**config.mk**
```make
export PLATFORM = sky130hd
export DESIGN_NAME = aud_adc_i2s_rx
export DESIGN_NICKNAME = d
export VERILOG_FILES = /design/src/rtl/aud_adc_i2s_rx.sv
export SDC_FILE = /design/constraint.sdc
export NUM_CORES = 1
export LEC_CHECK = 0
export BUFFER_PORTS_ARGS = -buffer_cell sky130_fd_sc_hd__buf_2
export CORE_UTILIZATION = 50
export DETAILED_ROUTE_END_ITERATION = 8
export GPL_TIMING_DRIVEN = 0
export PLACE_DENSITY = 0.71
export SETUP_SLACK_MARGIN = 0.2
export SYNTH_ARGS = -nofsm -noshare
export SYNTH_HDL_FRONTEND = slang
export SYNTH_SLANG_ARGS = --single-unit
```
**constraint.sdc**
```tcl
create_clock -name clk -period 6.5 [get_ports clk]
set_input_delay 1.3 -clock clk [delete_from_list [all_inputs] [get_ports clk]]
set_output_delay 1.3 -clock clk [all_outputs]
set_load 0.02 [all_outputs]
```
**src/rtl/aud_adc_i2s_rx.sv**
```systemverilog
// -----------------------------------------------------------------------------
// aud_adc_i2s_rx
//
// Stereo serial-audio receiver for the codec ADC path. BCLK, LRCK and DAT are
// oversampled in the clk domain, left/right samples are deserialised MSB-first
// in I2S or left-justified framing, and each completed stereo pair is offered
// on a valid/ready interface. A pair that completes while the previous one is
// still held is dropped and flagged on overrun_o.
//
// Parameters
//   SAMPLE_W  bits kept per channel (8..32); extra slot bits are ignored
//   I2S_MODE  1 = I2S (MSB one BCLK after the LRCK edge)
//             0 = left-justified (MSB on the first BCLK after the LRCK edge)
//
// Optional feature macro
//   AUD_RX_OVF_CNT_EN  when defined, overrun_cnt_o counts overrun pulses and
//                      saturates at 255; when undefined it is tied to 0.
//
// Ports
//   clk            system clock, at least 4x the codec bit clock
//   rst_n          asynchronous active-low reset, clears every flop
//   aud_bclk_i     codec bit clock (asynchronous to clk)
//   aud_adclrck_i  codec frame clock, low = left slot, high = right slot
//   aud_adcdat_i   codec serial data
//   out_valid_o    stereo pair available
//   out_ready_i    consumer accepts the pair when out_valid_o && out_ready_i
//   out_left_o     left sample, two's complement
//   out_right_o    right sample, two's complement
//   overrun_o      one-clk pulse when a completed pair is dropped
//   overrun_cnt_o  saturating dropped-pair count
// -----------------------------------------------------------------------------
module aud_adc_i2s_rx #(
   parameter int SAMPLE_W = 16,
   parameter bit I2S_MODE = 1'b1
) (
   input  logic                clk,
   input  logic                rst_n,
   input  logic                aud_bclk_i,
   input  logic                aud_adclrck_i,
   input  logic                aud_adcdat_i,
   output logic                out_valid_o,
   input  logic                out_ready_i,
   output logic [SAMPLE_W-1:0] out_left_o,
   output logic [SAMPLE_W-1:0] out_right_o,
   output logic                overrun_o,
   output logic [7:0]          overrun_cnt_o
);

   localparam int CNT_W = $clog2(SAMPLE_W);
   localparam logic [CNT_W-1:0] CNT_TOP = CNT_W'(SAMPLE_W - 1);

   localparam logic [1:0] ST_SYNC  = 2'd0;
   localparam logic [1:0] ST_DELAY = 2'd1;
   localparam logic [1:0] ST_SHIFT = 2'd2;
   localparam logic [1:0] ST_PAD   = 2'd3;

   // ---------------------------------------------------------------------------
   // Input synchronisers. BCLK gets a third stage so its rising edge can be
   // detected; LRCK and DAT are taken from the same stage depth as the BCLK
   // value that produces the strobe, so all three stay aligned.
   // ---------------------------------------------------------------------------
   logic [2:0] bclk_sync_q;
   logic [1:0] lrck_sync_q;
   logic [1:0] dat_sync_q;

   always_ff @(posedge clk or negedge rst_n) begin
      if (!rst_n) begin
         bclk_sync_q <= '0;
         lrck_sync_q <= '0;
         dat_sync_q  <= '0;
      end else begin
         // NOTE: sequential state is always written with non-blocking
         // assignments so every flop samples the pre-edge values.
         bclk_sync_q <= {bclk_sync_q[1:0], aud_bclk_i};
         lrck_sync_q <= {lrck_sync_q[0], aud_adclrck_i};
         dat_sync_q  <= {dat_sync_q[0], aud_adcdat_i};
      end
   end

   logic bclk_rise;
   logic lrck_s;
   logic dat_s;

   assign bclk_rise = bclk_sync_q[1] & ~bclk_sync_q[2];
   assign lrck_s    = lrck_sync_q[1];
   assign dat_s     = dat_sync_q[1];

   // ---------------------------------------------------------------------------
   // Frame state machine and channel registers
   // ---------------------------------------------------------------------------
   logic [1:0]          state_q,     state_d;
   logic [CNT_W-1:0]    cnt_q,       cnt_d;
   logic                chan_q,      chan_d;      // 0 = left slot, 1 = right slot
   logic                lrck_prev_q, lrck_prev_d; // LRCK seen on the previous strobe
   logic [SAMPLE_W-1:0] left_q,      left_d;
   logic [SAMPLE_W-1:0] right_q,     right_d;

   logic lrck_edge;
   logic start_slot;
   logic shift_bit;
   logic publish;

   assign lrck_edge = lrck_s ^ lrck_prev_q;

   always_comb begin
      // NOTE: every signal written here gets a default first, so no path
      // leaves it unassigned and no latch is inferred.
      state_d     = state_q;
      cnt_d       = cnt_q;
      chan_d      = chan_q;
      lrck_prev_d = lrck_prev_q;
      left_d      = left_q;
      right_d     = right_q;
      start_slot  = 1'b0;
      shift_bit   = 1'b0;
      publish     = 1'b0;

      if (bclk_rise) begin
         lrck_prev_d = lrck_s;
         case (state_q)
            // Only a left-slot start (LRCK falling) aligns us to a frame.
            ST_SYNC: start_slot = lrck_edge & ~lrck_s;
            default: begin
               if (lrck_edge) begin
                  start_slot = 1'b1;
                  // A right slot cut short by LRCK falling still completes the
                  // pair; in PAD the pair was already published early.
                  publish = ~lrck_s & chan_q & (state_q != ST_PAD);
               end else begin
                  shift_bit = (state_q != ST_PAD);
               end
            end
         endcase
      end

      if (start_slot) begin
         chan_d = lrck_s;
         cnt_d  = CNT_TOP;
         // Clearing the target register makes the LSBs of a short slot zero.
         if (lrck_s) right_d = '0;
         else        left_d  = '0;
         if (I2S_MODE) begin
            // The strobe that sees the edge still carries the previous LSB.
            state_d = ST_DELAY;
         end else begin
            // Left-justified: the MSB is on this same strobe.
            state_d = ST_SHIFT;
            cnt_d   = CNT_TOP - CNT_W'(1);
            if (lrck_s) right_d[SAMPLE_W-1] = dat_s;
            else        left_d[SAMPLE_W-1]  = dat_s;
         end
      end

      // DELAY has already skipped the stale bit, so its next strobe is the MSB.
      if (shift_bit) begin
         if (chan_q) right_d[cnt_q] = dat_s;
         else        left_d[cnt_q]  = dat_s;
         if (cnt_q == '0) begin
            state_d = ST_PAD;
            cnt_d   = CNT_TOP;
            publish = chan_q;   // early publish on the last right bit
         end else begin
            state_d = ST_SHIFT;
            cnt_d   = cnt_q - CNT_W'(1);
         end
      end
   end

   always_ff @(posedge clk or negedge rst_n) begin
      if (!rst_n) begin
         state_q     <= ST_SYNC;
         cnt_q       <= CNT_TOP;
         chan_q      <= 1'b0;
         lrck_prev_q <= 1'b0;
         left_q      <= '0;
         right_q     <= '0;
      end else begin
         state_q     <= state_d;
         cnt_q       <= cnt_d;
         chan_q      <= chan_d;
         lrck_prev_q <= lrck_prev_d;
         left_q      <= left_d;
         right_q     <= right_d;
      end
   end

   // ---------------------------------------------------------------------------
   // Output register and handshake. The right sample is taken from right_d so
   // an early publish includes the bit shifted on this very strobe.
   // ---------------------------------------------------------------------------
   logic                out_valid_q, out_valid_d;
   logic [SAMPLE_W-1:0] out_left_q,  out_left_d;
   logic [SAMPLE_W-1:0] out_right_q, out_right_d;
   logic                overrun_q,   overrun_d;

   always_comb begin
      out_valid_d = out_valid_q;
      out_left_d  = out_left_q;
      out_right_d = out_right_q;
      overrun_d   = 1'b0;
      if (publish) begin
         if (!out_valid_q || out_ready_i) begin
            out_valid_d = 1'b1;
            out_left_d  = left_q;
            out_right_d = right_d;
         end else begin
            overrun_d = 1'b1;
         end
      end else if (out_valid_q && out_ready_i) begin
         out_valid_d = 1'b0;
      end
   end

   always_ff @(posedge clk or negedge rst_n) begin
      if (!rst_n) begin
         out_valid_q <= 1'b0;
         out_left_q  <= '0;
         out_right_q <= '0;
         overrun_q   <= 1'b0;
      end else begin
         out_valid_q <= out_valid_d;
         out_left_q  <= out_left_d;
         out_right_q <= out_right_d;
         overrun_q   <= overrun_d;
      end
   end

   assign out_valid_o = out_valid_q;
   assign out_left_o  = out_left_q;
   assign out_right_o = out_right_q;
   assign overrun_o   = overrun_q;

`ifdef AUD_RX_OVF_CNT_EN
   // Counts in step with the overrun pulse; sticks at 255.
   logic [7:0] ovf_cnt_q, ovf_cnt_d;

   always_comb begin
      ovf_cnt_d = ovf_cnt_q;
      if (overrun_d && (ovf_cnt_q != 8'hFF)) ovf_cnt_d = ovf_cnt_q + 8'd1;
   end

   always_ff @(posedge clk or negedge rst_n) begin
      if (!rst_n) ovf_cnt_q <= '0;
      else        ovf_cnt_q <= ovf_cnt_d;
   end

   assign overrun_cnt_o = ovf_cnt_q;
`else
   assign overrun_cnt_o = '0;
`endif

endmodule

```
### Word-level counts from Yosys, hierarchy flattened

Index checks and enable logic that the tools add are counted.

* $add $sub $neg: 1
* magnitude comparators: 2
* eq/ne operators: 2
* muxes and demuxes: 34
* bitwise operators: 7
* reductions and logical operators: 10

Operator list (number)
* 16-bit two-way mux: 8
* 16-bit bitwise mux: 2
* 1-bit two-way mux: 18
* 4-bit two-way mux: 3
* 4-bit by 5-bit less-than comparator with 1-bit output (second input constant): 1
* 1-bit AND: 4
* 1-bit demux with 4-bit select: 1
* 4-bit by 1-bit >= comparator with 1-bit output (second input constant): 1
* 4-bit logical NOT: 1
* 2-bit two-way mux: 2
* 2-bit AND reduction: 2
* 2-bit nonzero test: 2
* 4-bit by 1-bit subtractor with 4-bit output (second input constant): 1
* 1-bit logical AND: 2
* 2-bit logical NOT: 1
* 2-bit by 1-bit inequality test with 1-bit output (second input constant): 1
* 2-bit inequality test (second input constant): 1
* 1-bit NOT: 2
* 1-bit logical NOT: 1
* 1-bit logical OR: 1
* 1-bit XOR: 1

* bits in registers: 81
* input port bits: 6
* output and inout port bits: 42

### Longest topological paths before layout

Gate-level depths: netlist of run 1.

* depth after elaboration: 10
* gate-level depth with buffers: 8
* mapped depth without buffers: 6

### Least setup slack after synthesis of run 1

OpenSTA, ideal clock, no wires.

* kind: input to register
* start: in out_ready_i
* end: reg out_left_q[13], in the netlist out_left_o[13]
* library setup time: 128 ps
* arrival: 2211 ps
* data required time: 6372 ps
* setup slack: 4162 ps
* stages on the path: 5
* path through: nor2b_1 > and4b_1 > buf_2 > buf_6 > mux2_1

* cells in the longest elaborated chain, start to end: 2

RTL lines
* start, declared: line 42 `input logic out_ready_i,`
* 1-bit logical OR: line 202 `if (!out_valid_q || out_ready_i) begin`
* 2-bit AND reduction (no source line)
* end signal, assigned: line 222 `out_left_q <= out_left_d;`
* end, declared: line 192 `logic [SAMPLE_W-1:0] out_left_q, out_left_d;`

No other way between the ends.
A chain may end at the register's enable or synchronous reset.

### Worst setup path after layout of run 1

* start: reg lrck_sync_q[1]
* end: reg left_q[7]

* cells in the longest elaborated chain, start to end: 8
* elaborated cells between the ends (all ways): 14
* those cells by class: mux: 11; bitwise: 3

RTL lines
* start, declared: line 63 `logic [1:0] lrck_sync_q;`
* start signal, assigned: line 75 `lrck_sync_q <= {lrck_sync_q[0], aud_adclrck_i};`
* 1-bit XOR or 1-bit NOT (tied branches): line 103, 122
* 1-bit two-way mux or 1-bit AND (tied branches): line 124, 122
* 1-bit two-way mux: line 120 `case (state_q)`
* 1-bit two-way mux: line 118 `if (bclk_rise) begin`
* 16-bit two-way mux: line 136 `if (start_slot) begin`
* 16-bit bitwise mux: line 157 `else left_d[cnt_q] = dat_s;`
* 16-bit two-way mux: line 156 `if (chan_q) right_d[cnt_q] = dat_s;`
* 16-bit two-way mux (*): line 155 `if (shift_bit) begin`
* net left_d[7]: line 95 `logic [SAMPLE_W-1:0] left_q, left_d;`
* end signal, assigned: line 182 `left_q <= left_d;`
* end, declared: line 95

Mark *: on every way through the listed nets, which the timed path passes. The rest lies on a longest branch.

==> summary.md, run 1 <==
| Metric | Value |
|---|---|
| Outcome | finished clean |
| Setup WS post-layout | around 4.0 ns |
| Crit path kind | flip-flop to flip-flop |
| Worst Setup Start Kind | flip-flop |
| Total CTS buffers | 9 |
| Slowest-stage cell, CP | nor4_2 |
| Number of buffers added for setup after CTS | 0 |
| Synth Register Bits | between 80 and 90 |
| Fin crit share | 38.5% |
| Synth Warn # | 0 |
| Area leader, netlist | dfrtp_1 |
| Buf+Inv Stages, Crit Path | 2 |
| Worst hold-check path type | flip-flop to flip-flop |
| Mapped cell area | 0.00361 sq mm |
| Diodes inserted | 0 |
| Vias after detailed routing | 2,429 |
| Mean Syn Cell Area | 12.1 sq um |
| P_leak | 2.07 nW |
| Area Growth Syn to Fin | 16.0% |
| Post-route insts no fill | 454 |
| Design Area, Final | 0.00418 sq mm |
| Initial antenna violation count | 0 |
| IO buf count | 39 |
| Slew headroom | 53.9% |
| Post-synthesis sequential area ratio | a little under three fifths |
| Required @ worst endpoint | ~6.7 ns |
| Largest net degree at the start of global routing | 50 |
| Root Driver | clkbuf_8 |
| DRT iter0 DRCs | 140 |
| Slew @ Worst Pin | 0.685 ns |
| Num Clock Sinks | 81 |
| Num ports | 48 |
| Count leader, synth | dfrtp_1 |
| VDD IR max | 0.000192 V |
| Critical path's top delay family | simple AND/OR/NAND/NOR gates |
| Mapped Cells | 298 |
| Clock slew at reported path FFs | 0.08 ns |
| Worst skew pair latency | 0.36 ns |
| Total power | ~1.4 mW |
| CP arrival | between 2 and 3 ns |
| Wire per inst | approximately 15 um |
| Skew final | ~0.0097 ns |
| Setup TNS | 0 ns |
| Total gr overflow | 0 |
| Total Routing Usage GR | 19.6% |
| CTS tree | done |
| Top cells by area, synth | dfrtp_1 (53%), mux2i_1 (4.2%), mux2_2 (3.4%) |
| MaxCap Viol Count | 0 |
| Slowest stage delay, CP | between 0.5 and 0.6 ns |
| Rows | 30 |
| Post-synth top cells | dfrtp_1 (77), inv_1 (19), mux2i_1 (15) |
| Top-area cell type share of the netlist area | 53.4% |
| Final HPWL DP | 4670 um |
| CP Max Fanout | 10 |
| Final ANT Viol Nets | 0 |
| Initial Util | about 53% |
| Die width | a little under 90 um |
| Hold Vio Cnt, Final | 0 |
| CP Capture Type | flip-flop |
| Layout cells sized above 1 | 27.1% |
| RSZ-0062 raised after global routing | false |
| Critical-path cell list | inv_1 -> ha_1 -> o21a_4 -> nor4_2 -> clkbuf_1 -> a31oi_1 -> a2bb2o_1 |
| Drt drc | 0 |
| Total Routed Length | 6700 um |
| Predominant post-synthesis flop cell | dfrtp_1 |
| Via/cell ratio | approximately 5.4 |
| FMAX | 0.399 GHz |
| # H-tree levels | 3 |
| Pre-Repair DR Iteration Count | 4 |
| Endpoints failing setup | 0 |
| Post-synth EDFFs | 0 |
| CTS Buffer Depth | 2 |
| CORE AREA | slightly below 0.007 sq mm |
| Post-DP Area | 0.00398 sq mm |
| Die ar. | 0.00756 sq mm |
| Pre-CTS setup slack | 3.95 ns |
| Max-slew violations | 0 |
| Vias in the first global route | 2,262 |
| Yosys cell types | 49 |
| Die H | 86.9 um |
| Dpl cells | between 400 and 500 |
| Global-route wire length before repair | around 11,000 um |
| Post_cts resized | 0 |
| Ys async rst share | 100% |
| Nets@finish | 367 |
| Cell Pwr Density | 324 mW/mm^2 |
| Hold buffers post-CTS | 0 |
| Routability Congestion | about 0.80 |
| Final min period | 2.50 ns |
worst paths after layout:
check | from | end | slack (ns) | cells past startpoint
worst max-delay path | lrck_sync_q[1]$_DFF_PN0_ | left_q[7]$_DFF_PN0_ | 4.00 | 7
worst min-delay path | bclk_sync_q[0]$_DFF_PN0_ | bclk_sync_q[1]$_DFF_PN0_ | 0.35 | 0
worst max register to register | lrck_sync_q[1]$_DFF_PN0_ | left_q[7]$_DFF_PN0_ | 4.00 | 7
worst min register to register | bclk_sync_q[0]$_DFF_PN0_ | bclk_sync_q[1]$_DFF_PN0_ | 0.35 | 0
max in group asynchronous | rst_n | cnt_q[1]$_DFFE_PN1P_ | 4.97 | 2
min in group asynchronous | rst_n | out_right_o[7]$_DFFE_PN0P_ | 0.88 | 1
cell type report:
cell class | count | area (sq um)
fill | 617 | 2690
sequential | 81 | 2030
multi-input combinational | 176 | 1350
timing repair buffer | 40 | 225
buffer | 29 | 180
clock buffer | 10 | 138
tap | 96 | 120
inverter | 19 | 71.3
clock inverter | 3 | 67.6
flip-flops by register name (all words and copies together), names as in the netlist:
name / count
bclk_sync_q: 3
chan_q: 1
cnt_q: 4
dat_sync_q: 2
left_q: 16
lrck_prev_q: 1
lrck_sync_q: 2
out_left_o: 16
out_right_o: 16
out_valid_o: 1
overrun_o: 1
right_q: 16
state_q: 2
layer usage:
layer / wire [um] / vias up / part of all wire [%] / track usage, %
met3: 317 / 11 / 4.7 / 4.27
met4: 130 / 0 / 1.9 / 9.55
li1: - / 1175 / - / -
met2: 3060 / 62 / 46 / 29.2
met1: 3190 / 1181 / 48 / 27.3
met5: 0 / - / 0 / 0
power breakdown:
part	total [mW]	switching, mW	internal (mW)
Clock	0.390	0.170	0.220
Sequential	0.626	0.0460	0.580
Combinational	0.338	0.219	0.119
Total	1.35	0.434	0.920
through the flow:
stage | util (%) | hold WS, ns
3_5_place_dp | 57.9 | 0.336
5_1_grt | 60.9 | 0.369
3_3_place_gp | 57.5 | 0.332
4_1_cts | 60.9 | 0.352
6_report | 60.9 | 0.348
2_1_floorplan | - | 0.331
worst register-to-register path, cell delays in order, from the launching register on:
cell,delay [ns]
dfrtp_1,0.39
inv_1,0.14
ha_1,0.32
o21a_4,0.17
nor4_2,0.59
clkbuf_1,0.42
a31oi_1,0.07
a2bb2o_1,0.30
cells by family (layout without fill, tap and decap cells):
group / Yosys count / after routing / synth area share, %
AND/OR/NAND/NOR: 58 / 58 / 9.54
other: 1 / 8 / 0.104
multiplexers: 38 / 38 / 11.7
buffers and inverters: 48 / 101 / 6.97
adder cells (fa/ha/maj): 5 / 5 / 1.73
XOR/XNOR: 2 / 2 / 0.486
AO/OA/AOI/OAI: 65 / 65 / 13.2
flip-flops: 81 / 81 / 56.3
cells in the final DEF, fill, tap and decap left out, types with 3 or more instances in the layout:
master / synthesis / layout
dfrtp_1: 77 / 77
buf_2: 6 / 44
inv_1: 19 / 19
mux2i_1: 15 / 15
nand3_1: 14 / 14
a31oi_1: 13 / 13
o21ai_0: 13 / 13
o211ai_1: 12 / 12
mux2_2: 11 / 11
buf_4: 9 / 10
clkbuf_8: 0 / 10
mux2_1: 9 / 9
nor2_1: 8 / 8
nand2_1: 8 / 8
conb_1: 1 / 8
clkbuf_1: 7 / 7
a32o_1: 7 / 7
a2bb2o_1: 6 / 6
a21oi_1: 5 / 5
ha_1: 5 / 5
buf_6: 4 / 4
nand2b_1: 4 / 4
nor2b_1: 4 / 4
dfstp_2: 4 / 4
buf_1: 3 / 3
nand4_1: 3 / 3
mux2_4: 3 / 3
Power figures use the tool's default switching activity.
==> inputs of run 2 (changes only) <==
Clock period 6.5 ns to 2.5 ns, I/O delays scaled along.
==> run 2 against run 1 <==
Effect of this change:
- maximum frequency grew 12%
- clock skew is essentially flat
- sequential power grew to 2.6 times the previous value
- global-route usage grew 0.058 points
- design area grew 1.7%
- count of clock-buffer cells in the layout is the same
- clock power grew to 2.6 times the previous value
- critical path type unchanged
- largest cell class unchanged
==> summary.md, run 2 (same netlist as run 1, synthesis figures left out) <==
| Metric | Value |
|---|---|
| Outcome | finished clean |
| Final HPWL DP | 4670 um (unchanged) |
| Total power | 3.57 mW (+160%) |
| Die width | 86.9 um (unchanged) |
| # H-tree levels | 3 (unchanged) |
| Design Area, Final | 0.00426 sq mm (+1.7%) |
| Clock slew at reported path FFs | 0.08 ns (about the same) |
| Diodes inserted | 0 (unchanged) |
| R2R setup slack | 0.26 ns (-3.74 ns) |
| Total gr overflow | 0 (unchanged) |
| Post-DP Area | 0.00398 sq mm (unchanged) |
| Hold Vio Cnt, Final | 0 (unchanged) |
| CP Capture Type | flip-flop |
| # fillers | 601 (-2.6%) |
| Die H | 86.9 um (unchanged) |
| Slew headroom | 57.3% (+3.4 points) |
| Layout cells sized above 1 | 29.6% (+2.5 points) |
| Setup WS post-layout | 0.258 ns (-3.74 ns) |
| CTS tree | done |
| Final min period | 2.24 ns (-0.263 ns) |
| CORE AREA | 0.00687 sq mm (unchanged) |
| Endpoints failing setup | 0 (unchanged) |
| Initial Util | 52.5% (unchanged) |
| DRT iter0 DRCs | 148 (+5.7%) |
| Vias in the first global route | 2,272 (+0.44%) |
| FMAX | 0.446 GHz (+12%) |
| Met3 GRT Util | 4.27% (unchanged) |
| Root Driver | clkbuf_8 |
| Total Routed Length | 6740 um (+0.67%) |
| RSZ-0062 raised after global routing | false |
| Drt drc | 0 (unchanged) |
| Most common cell after layout, fill and taps aside | dfrtp_1 |
| Num Clock Sinks | 81 (unchanged) |
| Critical-path cell list | inv_2 -> ha_2 -> o21a_4 -> or4_4 -> buf_6 -> a32o_1 -> mux2_4 |
| Max-slew violations | 0 (unchanged) |
| Routability Congestion | 0.799 (unchanged) |
| Worst hold-check path type | input port to async pin |
| FF/Latch Area | 0.00203 sq mm (unchanged) |
| VDD IR max | 0.000505 V (+160%) |
| CP arrival | 2.48 ns (-0.27 ns) |
| Total CTS buffers | 9 (unchanged) |
| Num ports | 48 (unchanged) |
| Via/cell ratio | 5.37 (+0.28%) |
| CTS Buffer Depth | 2 (unchanged) |
| Required @ worst endpoint | 2.74 ns (-4.00 ns) |
| Die ar. | 0.00756 sq mm (unchanged) |
| Rows | 30 (unchanged) |
| Slowest-stage cell, CP | or4_4 |
| Setup TNS | 0 ns (unchanged) |
| IO buf count | 39 (unchanged) |
| Busiest grt layer | met2 |
| Met1 Usage GRT | 27.4% (+0.11 points) |
| Area of the multi-input gates | 0.00139 sq mm (+3.1%) |
| Final Core Density | 62.0% (+1.1 points) |
| CP Max Fanout | 7 (-3) |
| P_leak | 2.11 nW (+1.8%) |
| Vias after detailed routing | 2,452 (+0.95%) |
| Met2 usage | 29.3% (+0.072 points) |
| Skew final | 0.00994 ns (+0.000283 ns) |
| Crit path kind | flip-flop to flip-flop |
| Commonest non-fill, non-tap cells in the layout | dfrtp_1 (77), buf_2 (43), inv_1 (17) |
| Pre-CTS setup slack | 0.0340 ns (-3.92 ns) |
| Global-route wire length before repair | 11,100 um (+0.24%) |
| Worst Setup Start Kind | flip-flop |
| Fin crit share | 89.7% (+51 points) |
| Total Routing Usage GR | 19.7% (+0.058 points) |
| Nets@finish | 370 (+0.82%) |
| Initial antenna violation count | 0 (unchanged) |
| Slowest stage delay, CP | 0.49 ns (-0.10 ns) |
| Area Growth Syn to Fin | 18.0% |
| Final ANT Viol Nets | 0 (unchanged) |
| Cell Pwr Density | 839 mW/mm^2 (+160%) |
| Wire per inst | 14.8 um (about the same) |
| Pre-Repair DR Iteration Count | 4 (unchanged) |
| Largest net degree at the start of global routing | 50 (unchanged) |
| MaxCap Viol Count | 0 (unchanged) |
| Slew @ Worst Pin | 0.638 ns (-0.0475 ns) |
| Worst skew pair latency | 0.36 ns (about the same) |
## run 2: stage by stage
stage | cells | hold slack (ns)
floorplan | 305 | 0.204
global placement | 440 | 0.332
detailed placement | 441 | 0.336
CTS | 456 | 0.0926
global route | 457 | 0.106
finish | 457 | 0.0785
## run 2: final cells by class
type                            count  area share [%]
Buffer                             29            4.44
Clock buffer                       10            3.23
Clock inverter                      3            1.59
Inverter                           19            1.68
Multi-Input combinational cell    176            32.7
Sequential cell                    81            47.7
Tap cell                           96            2.82
Timing Repair Buffer               43            5.82
## run 2: worst paths after layout
kind	to	start	cells after the start
hold / removal	right_q[6]$_DFF_PN0_	rst_n	1
max in group asynchronous	cnt_q[0]$_DFFE_PN1P_	rst_n	2
hold reg to reg	bclk_sync_q[1]$_DFF_PN0_	bclk_sync_q[0]$_DFF_PN0_	0
setup / recovery	out_right_o[1]$_DFFE_PN0P_	lrck_sync_q[1]$_DFF_PN0_	7
setup reg to reg	out_right_o[1]$_DFFE_PN0P_	lrck_sync_q[1]$_DFF_PN0_	7
min in group clk	dat_sync_q[0]$_DFF_PN0_	aud_adcdat_i	1
## run 2: repair_timing
action	CTS	global route
endpoints found under the setup margin	38	40
gates cloned	0	0
buffers inserted	2	1
resized for setup	5	10
hold buffers	0	0
## run 2: worst max-delay path, delay by kind of cell, from the launching register on
family,cells,cell delay [ns]
AND/OR/NAND/NOR,1,0.49
flip-flops,1,0.39
multiplexers,1,0.26
buffers and inverters,2,0.25
adder cells (fa/ha/maj),1,0.32
AO/OA/AOI/OAI,2,0.42
## run 2: layer usage
layer  share of wire (%)  routed length (um)
met2                  46                3070
met3                 4.5                 303
met1                  48                3240
met5                   0                   0
met4                 1.9                 131
## run 2: power breakdown
part / leakage, nW / total (mW) / switching (mW) / internal, mW
combinational: 0.955 / 0.935 / 0.600 / 0.335
sequential: 1.05 / 1.62 / 0.116 / 1.51
clock: 0.100 / 1.01 / 0.442 / 0.573
==> inputs of run 3 (changes only) <==
Settings changed: ABC_AREA set to 1.
==> run 3 against run 2 <==
Effect of this change:
- count of clock-buffer cells in the layout did not move
- sequential power decreased by 3%
- design area increased by 1.1%
- non-clock buffer count fell by 4
- sequential share of layout area decreased by 0.54 points
- highest routed layer unchanged
- clock skew up 0.00062 ns
- wire length increased by 6.3%
==> summary.md, run 3 <==
| Metric | Value |
|---|---|
| WL met1 | 3480 um (+7.5%) |
| Commonest non-fill, non-tap cells in the layout | nand2_1 (143), dfrtp_1 (77), nand3_1 (55) |
| Root Driver | clkbuf_8 |
| Required @ worst endpoint | 2.72 ns (-0.02 ns) |
| FMAX | 0.490 GHz (+9.8%) |
| Die width | 87.8 um (+1.0%) |
| Final HPWL DP | 5190 um (+11%) |
| Total gr overflow | 0 (unchanged) |
| Mapped Cells | 428 (+44%) |
| Clock slew at reported path FFs | 0.08 ns (about the same) |
| Synth Register Bits | 81 (unchanged) |
| Total Routed Length | 7170 um (+6.3%) |
| Diodes inserted | 0 (unchanged) |
| WL met3 | 244 um (-19%) |
| CP Max Fanout | 10 (+3) |
| Worst Setup Start Kind | flip-flop |
| Mean Syn Cell Area | 8.60 sq um (-29%) |
| Area leader, netlist | dfrtp_1 |
| Global-route wire length before repair | 12,200 um (+10%) |
| VDD IR max | 0.000411 V (-19%) |
| Area Growth Syn to Fin | 16.9% |
| Pre-Repair DR Iteration Count | 4 (unchanged) |
| Via/cell ratio | 4.80 (-11%) |
| Max-slew violations | 0 (unchanged) |
| Vias after detailed routing | 2,817 (+15%) |
| Final ANT Viol Nets | 0 (unchanged) |
| Die H | 87.8 um (+1.0%) |
| Setup TNS | 0 ns (unchanged) |
| DRT iter0 DRCs | 122 (-18%) |
| Worst Hold Launch | aud_adcdat_i |
| Final min period | 2.04 ns (-0.201 ns) |
| Dpl cells | 571 (+29%) |
| Fin crit share | 81.6% (-8.0 points) |
| CORE AREA | 0.00694 sq mm (+1.1%) |
| Cell Pwr Density | 821 mW/mm^2 (-2.2%) |
| Initial Util | 53.0% (+0.51 points) |
| Mapped cell area | 0.00368 sq mm (+2.1%) |
| # H-tree levels | 3 (unchanged) |
| Count leader, synth | nand2_1 |
| Endpoints failing setup | 0 (unchanged) |
| CTS tree | done |
| CTS Buffer Depth | 2 (unchanged) |
| Most common cell after layout, fill and taps aside | nand2_1 |
| WHS Endpoint | dat_sync_q[0]$_DFF_PN0_ |
| R2r endpoint | left_q[5]$_DFF_PN0_ |
| Outcome | finished clean |
| Post-synthesis sequential area ratio | 55.2% (-1.1 points) |
| Synth Warn # | 0 (unchanged) |
| Drt drc | 0 (unchanged) |
| R2R setup slack | 0.46 ns (+0.20 ns) |
| Layout cells sized above 1 | 21.8% (-7.8 points) |
| Hold path depth | 1 |
| Worst R2R Path Depth | 9 (+2) |
| Post_cts resized | 0 (-5) |
| Vias in the first global route | 2,625 (+16%) |
| P_leak | 2.38 nW (+13%) |
| Nets@finish | 498 (+35%) |
| CP Capture Type | flip-flop |
| Wire per inst | 12.2 um (-17%) |
| Crit path kind | flip-flop to flip-flop |
| RSZ-0062 raised after global routing | false |
| Total Routing Usage GR | 21.1% (+1.4 points) |
| Post-synth top cells | nand2_1 (143), dfrtp_1 (77), nand3_1 (55) |
| Met2 wire length | 3300 um (+7.6%) |
| Worst hold-check path type | input port to flip-flop |
| MaxCap Viol Count | 0 (unchanged) |
| Skew final | 0.0106 ns (+0.000619 ns) |
| Largest net degree at the start of global routing | 68 (+36%) |
| IO buf count | 39 (unchanged) |
| Num Clock Sinks | 81 (unchanged) |
| Top Metal Used | met4 |
| Worst skew pair latency | 0.35 ns (about the same) |
| Top-area cell type share of the netlist area | 52.3% (-1.1 points) |
| Rows | 30 (unchanged) |
| Predominant post-synthesis flop cell | dfrtp_1 |
| Post-synth EDFFs | 0 (unchanged) |
| Yosys cell types | 31 (-37%) |
| Total power | 3.54 mW (-1.0%) |
| Die ar. | 0.00771 sq mm (+2.0%) |
| Top cells by area, synth | dfrtp_1 (52%), nand2_1 (15%), nand3_1 (7.5%) |
| Routability Congestion | 0.860 (+7.6%) |
| Num ports | 48 (unchanged) |
| CP arrival | 2.26 ns (-0.22 ns) |
| Ys async rst share | 100% (unchanged) |
| Total CTS buffers | 9 (unchanged) |
| Reg-to-Reg Start | lrck_sync_q[1]$_DFF_PN0_ |
| Post-route insts no fill | 587 (+28%) |
| Hold Vio Cnt, Final | 0 (unchanged) |
| Initial antenna violation count | 0 (unchanged) |
-- run 3: cell types whose count changed after synthesis, moves of 13 or more --
cell	before	now
a31oi_1	13	0
mux2i_1	15	0
nand2_1	8	143
nand3_1	14	55
nand2_2	0	13
nor2_1	8	24
-- run 3: metrics by stage --
| step | utilization, % | setup slack [ns] | hold slack [ns] | instance area (sq um) |
|---|---|---|---|---|
| final | 62.0 | 0.459 | 0.250 | 4310 |
| after global routing | 62.0 | 0.280 | 0.228 | 4310 |
| after CTS | 62.0 | 0.462 | 0.232 | 4310 |
| after detailed placement | 58.4 | 0.476 | 0.337 | 4050 |
| after global placement | 57.9 | 0.366 | 0.332 | 4020 |
| after floorplan | - | 0.768 | 0.204 | 3710 |
-- run 3: area by class of cell --
class	instances	area [sq um]
timing repair buffer	41	235
fill	615	2640
inverter	30	114
clock buffer	10	138
buffer	27	181
multi-input combinational	297	1380
sequential	81	2030
tap	96	120
clock inverter	5	104
-- run 3: report_power, final --
group	switching, mW	internal [mW]	leakage (nW)
sequential	0.0875	1.48	1.09
clock	0.469	0.685	0.122
combinational	0.565	0.249	1.17
total	1.12	2.41	2.38
-- run 3: kinds of logic (layout without fill, tap and decap cells) --
family,after synthesis,in the layout,share of synthesized area (%)
AO/OA/AOI/OAI,29,29,4.21
XOR/XNOR,1,1,0.238
adder cells (fa/ha/maj),5,5,1.70
buffers and inverters,57,113,8.02
flip-flops,81,81,55.2
other,1,8,0.102
AND/OR/NAND/NOR,254,254,30.5
-- run 3: worst max-delay path by stage --
stage	start	end	slack (ns)	depth (start not counted)
global route	lrck_sync_q[1]$_DFF_PN0_	left_q[6]$_DFF_PN0_	0.28	9
finish	lrck_sync_q[1]$_DFF_PN0_	left_q[5]$_DFF_PN0_	0.46	9
CTS	lrck_sync_q[1]$_DFF_PN0_	left_q[5]$_DFF_PN0_	0.46	9
detailed placement	lrck_sync_q[1]$_DFF_PN0_	left_q[5]$_DFF_PN0_	0.48	9
floorplan	cnt_q[0]$_DFFE_PN1P_	out_left_o[10]$_DFFE_PN0P_	0.77	12
global placement	rst_n	dat_sync_q[0]$_DFF_PN0_	0.37	1
-- run 3: critical path, cell delays in order, from the launching register on --
cell	delay [ns]
dfrtp_1	0.42
inv_1	0.08
ha_1	0.35
o21ai_2	0.13
nand3_1	0.20
nor2_2	0.28
inv_2	0.10
buf_2	0.19
nand3_1	0.09
o21ai_0	0.09
-- run 3: layer usage --
metal | track usage (%) | vias up
met3 | 3.39 | 12
met4 | 10.6 | 0
met5 | 0 | -
met1 | 27.4 | 1283
li1 | - | 1461
met2 | 34.2 | 61
-- run 3: what timing repair did --
item | in CTS | in global routing
endpoints found under the hold margin | 14 | 0
hold buffers | 1 | 0
buffers inserted | 0 | 0
